[src/rtl/dmem_arbiter.sv]
// Round-robin arbiter with bounded lock in front of a single-port synchronous data memory.
// Read data returns one cycle after a granted read, tagged to the issuing port.
module dmem_arbiter #(
    parameter int DW       = 16,
    parameter int AW       = 16,
    parameter int MAX_LOCK = 8
) (
    input  logic          clk,
    input  logic          rst_n,
    input  logic          m0_req,
    input  logic          m0_we,
    input  logic          m0_lock,
    input  logic [AW-1:0] m0_addr,
    input  logic [DW-1:0] m0_wdata,
    output logic          m0_gnt,
    output logic          m0_rvalid,
    output logic [DW-1:0] m0_rdata,
    input  logic          m1_req,
    input  logic          m1_we,
    input  logic          m1_lock,
    input  logic [AW-1:0] m1_addr,
    input  logic [DW-1:0] m1_wdata,
    output logic          m1_gnt,
    output logic          m1_rvalid,
    output logic [DW-1:0] m1_rdata,
    output logic [AW-1:0] mem_addr,
    output logic [DW-1:0] mem_din,
    output logic          mem_we,
    input  logic [DW-1:0] mem_dout
);

    localparam int CW = $clog2(MAX_LOCK + 1);

    typedef enum logic {
        ST_FREE,
        ST_LOCKED
    } lock_state_t;

    lock_state_t   state, state_n;
    logic          prio, prio_n;
    logic          lock_own, lock_own_n;
    logic [CW-1:0] lock_cnt, lock_cnt_n;
    logic          rd_own, rd_own_n;
    logic          rd_pend, rd_pend_n;
    logic [AW-1:0] last_raddr, last_raddr_n;

    logic          hold, forced, fav;
    logic          gnt_any, gnt_port;
    logic          sel_we, sel_lock;
    logic [AW-1:0] sel_addr;
    logic [DW-1:0] sel_wdata;

    // Arbitration: a lock that can no longer hold falls through to the free rules,
    // with the owner demoted for this one arbitration once its count is exhausted.
    always_comb begin
        hold    = (state == ST_LOCKED) && (lock_own ? m1_req : m0_req) && (lock_cnt < CW'(MAX_LOCK));
        forced  = (state == ST_LOCKED) && (lock_cnt >= CW'(MAX_LOCK));
        fav     = forced ? ~lock_own : prio;
        gnt_any = m0_req | m1_req;
        if (hold)
            gnt_port = lock_own;
        else if (m0_req && m1_req)
            gnt_port = fav;
        else
            gnt_port = m1_req;

        sel_we    = gnt_port ? m1_we    : m0_we;
        sel_lock  = gnt_port ? m1_lock  : m0_lock;
        sel_addr  = gnt_port ? m1_addr  : m0_addr;
        sel_wdata = gnt_port ? m1_wdata : m0_wdata;
    end

    assign m0_gnt = gnt_any & ~gnt_port;
    assign m1_gnt = gnt_any &  gnt_port;

    // Idle cycles re-present the last read address so the memory output stays put.
    assign mem_we   = gnt_any & sel_we & rst_n;
    assign mem_addr = gnt_any ? sel_addr : last_raddr;
    assign mem_din  = sel_wdata;

    assign m0_rvalid = rd_pend & ~rd_own;
    assign m1_rvalid = rd_pend &  rd_own;
    assign m0_rdata  = mem_dout;
    assign m1_rdata  = mem_dout;

    always_comb begin
        state_n      = hold ? state : ST_FREE;
        lock_cnt_n   = hold ? lock_cnt : '0;
        lock_own_n   = lock_own;
        prio_n       = prio;
        rd_pend_n    = 1'b0;
        rd_own_n     = rd_own;
        last_raddr_n = last_raddr;
        if (gnt_any) begin
            prio_n = ~gnt_port;
            if (sel_lock) begin
                state_n    = ST_LOCKED;
                lock_own_n = gnt_port;
                lock_cnt_n = hold ? lock_cnt + CW'(1) : CW'(1);
            end else begin
                state_n    = ST_FREE;
                lock_cnt_n = '0;
            end
            if (!sel_we) begin
                rd_pend_n    = 1'b1;
                rd_own_n     = gnt_port;
                last_raddr_n = sel_addr;
            end
        end
    end

    always_ff @(posedge clk or negedge rst_n) begin
        if (!rst_n) begin
            state      <= ST_FREE;
            prio       <= 1'b0;
            lock_own   <= 1'b0;
            lock_cnt   <= '0;
            rd_own     <= 1'b0;
            rd_pend    <= 1'b0;
            last_raddr <= '0;
        end else begin
            state      <= state_n;
            prio       <= prio_n;
            lock_own   <= lock_own_n;
            lock_cnt   <= lock_cnt_n;
            rd_own     <= rd_own_n;
            rd_pend    <= rd_pend_n;
            last_raddr <= last_raddr_n;
        end
    end

endmodule

[config.mk]
export PLATFORM = sky130hd
export DESIGN_NAME = dmem_arbiter
export DESIGN_NICKNAME = d
export VERILOG_FILES = /design/src/rtl/dmem_arbiter.sv
export SDC_FILE = /design/constraint.sdc
export NUM_CORES = 1
export LEC_CHECK = 0
export ABC_AREA = 1
export BUFFER_PORTS_ARGS = -buffer_cell sky130_fd_sc_hd__buf_2
export CAP_MARGIN = 5
export CORE_MARGIN = 10
export CORE_UTILIZATION = 40
export DETAILED_ROUTE_END_ITERATION = 16
export GPL_ROUTABILITY_DRIVEN = 0
export PLACE_DENSITY = 0.77
export SYNTH_ARGS = -nofsm -noshare
export SYNTH_HDL_FRONTEND = slang
export SYNTH_SLANG_ARGS = --single-unit
[constraint.sdc]
create_clock -name clk -period 2.1 [get_ports clk]
set_input_delay 0.315 -clock clk [delete_from_list [all_inputs] [get_ports clk]]
set_output_delay 0.315 -clock clk [all_outputs]
set_load 0.01 [all_outputs]
==> metrics.csv <==
metric,value,unit
end_kind,primary output,
syn_inst,307,
drt_iter0_drc,127,
max_freq,0.473,GHz
timing.final.crit_share,101,%
ys_seq_area_share,31.4,%
maxSlewHeadroom,74.1,%
ctsHoldBuffers,0,
finalWorstSetupSlack,-0.0138,ns
leakage,1.61,nW
post_drt_wl_per_cell,14.7,µm
clk_latency,0.26,ns
num_rows,25,
synthFlopType,dfrtp_1,
num_vias,2201,
tns,-0.0174,ns
diodes,0,
r2r_end,last_raddr[6],
synth.most_common_cell,nand2_1,
synth-async-reset-ratio,100,%
cts_tree,yes,
dieArea,0.00820,mm²
start_util,41.6,%
first_pass_iters,4,
grt_pass1_vias,2177,
ff2ff_path_depth,9,
synth_fp_nets,397,
grt_usage,15.2,%
setup_viol,2,
place_area,0.00236,mm²
p_per_area,1140,mW/mm²
gr-total-overflow,0,
netlist.top_cell.by_area,dfrtp_1,
wirelength,6.75,mm
cts_root_buf,clkbuf_8,
hold_path_class,input pin to asynchronous set/reset pin,
drv_slew,0,
fin_hold_ws,0.0371,ns
cap_violations,0,
cts_num_sinks,25,
antenna_found_initial,0,
synth_edf_count,0,
required,1.78,ns
syn-cell-area,0.00199,mm²
io_buffer_count,108,
yosysTopAreaCellShare,31.4,%
finalHoldViolCount,0,
cp-start-kind,flop,
arrival,1.80,ns
viasPerCell,4.81,
ir_drop,0.596,mV
die_y,90.6,µm
crit_fanout,5,
ctsHtreeMaxLevel,1,
design_area,0.00271,mm²
synth.top_cells.by_count,"129 x nand2_1, 37 x nand3_1, 35 x buf_4",
dp_hpwl,5.03,mm
drive_above_1_share,41.2,%
syn_to_final_growth,36.2,%
clock_skew,0.00103,ns
ios,157,
cts.clk_slew.worst_paths,0.09,ns
grt_setup_unrepaired,true,
fin_crit,2.11,ns
pre_cts_ws,0.120,ns
ant_nets,0,
yosys_warnings,0,
numCtsBuffers,3,
syn_avg_cell_area,6.49,µm²
critPathKind,flop to primary output,
status,finished with violations,
violations,negative setup slack,
fp.dieW,90.6,µm
layout.nets,482,
drc_errors,0,
grt_pass1_wl,10.6,mm
yosysUniqueCellTypes,19,
core_region_area,0.00479,mm²
synth-seq-cells,25,
worst_pin_slew,0.387,ns
rr_startpoint,lock_cnt[3],
ff2ff_setup_slack,0.27,ns
synthTopCellsByArea,"dfrtp_1 31%, nand2_1 24%, buf_4 13%",
clk_path_buf_depth,2,
grt_max_degree,31,
[routing by layer]
| metal | part of all wire (%) | track usage, % | up-vias |
|---|---|---|---|
| li1 | - | - | 1112 |
| met1 | 39 | 16.8 | 992 |
| met2 | 51 | 26.6 | 84 |
| met3 | 8.5 | 6.23 | 13 |
| met4 | 1.3 | 3.18 | 0 |
| met5 | 0 | 0 | - |
[per-stage QoR]
step,power (W),instances,utilization [%]
final,0.00309,458,56.7
after global routing,0.00336,458,56.7
after CTS,0.00283,452,52.2
after detailed placement,0.00237,444,49.2
after global placement,0.00233,444,49.2
after floorplan,0.00190,307,-
[repair_timing]
action                                  4_1_cts  5_1_grt
buffers inserted                              3        5
cloned                                        1        1
pin swaps                                     4        7
gates resized for setup                      11       32
endpoints found under the setup margin       33       34
[worst max-delay path, stage by stage (launching register included)]
cell and delay (ns):
dfrtp_1 0.42, nor2_2 0.14, nand3_2 0.14, inv_4 0.12
nand2_8 0.07, nand2_8 0.11, clkbuf_16 0.16, nand2_1 0.07
a31oi_1 0.14, buf_2 0.16
[cell families after synthesis]
| logic type | synth area share, % |
|---|---|
| buf+inv | 19.5 |
| flops | 31.4 |
| fa+ha+maj | 1.26 |
| compound gates | 5.90 |
| xor+xnor | 0.440 |
| simple gates | 41.5 |
[layout make-up]
type,count,area [µm²]
multi-input cells,221,1120
clock buffers,3,41.3
well taps,67,83.8
fillers,447,2070
repair buffers,126,771
clock inverters,1,7.51
flip-flops and latches,25,626
inverters,15,63.8
[placed cells by master (no fill, tap or decap)]
| master | instances |
|---|---|
| a21oi_2 | 1 |
| a31oi_1 | 13 |
| a31oi_2 | 2 |
| a31oi_4 | 1 |
| buf_12 | 3 |
| buf_16 | 1 |
| buf_2 | 106 |
| buf_4 | 11 |
| buf_6 | 4 |
| clkbuf_16 | 1 |
| clkbuf_8 | 3 |
| clkinv_1 | 1 |
| clkinvlp_4 | 1 |
| dfrtp_1 | 25 |
| ha_1 | 2 |
| inv_1 | 12 |
| inv_4 | 1 |
| inv_6 | 1 |
| nand2_1 | 117 |
| nand2_2 | 9 |
| nand2_4 | 5 |
| nand2_8 | 2 |
| nand3_1 | 34 |
| nand3_2 | 5 |
| nand3_4 | 1 |
| nor2_1 | 25 |
| nor2_2 | 1 |
| nor2_4 | 1 |
| o21ai_2 | 1 |
| xor2_1 | 1 |
[where the power goes]
group	total (W)	internal, W	switching [W]	leakage [nW]
Sequential	0.000803	0.000686	0.000116	0.317
Combinational	0.00200	0.000861	0.00114	1.27
Clock	0.000289	0.000134	0.000154	0.0217
Total	0.00309	0.00168	0.00141	1.61
[state kept, by name, summed over array words and instances (netlist names)]
signal / count
prio: 1
rd_own: 1
state: 1
lock_cnt: 4
lock_own: 1
rd_pend: 1
last_raddr: 16
[worst max-delay path by stage]
stage	from	to	slack (ns)	depth (start not counted)
after detailed placement	m1_req	mem_din[8]	0.12	12
after global placement	m1_req	mem_din[8]	0.18	12
after floorplan	lock_own	mem_addr[10]	0.30	8
after global routing	lock_cnt[3]	mem_addr[1]	-0.10	9
after CTS	state	mem_addr[13]	-0.02	10
final	lock_cnt[3]	mem_addr[1]	-0.01	9
No activity file was read; power rests on OpenSTA's default activity.
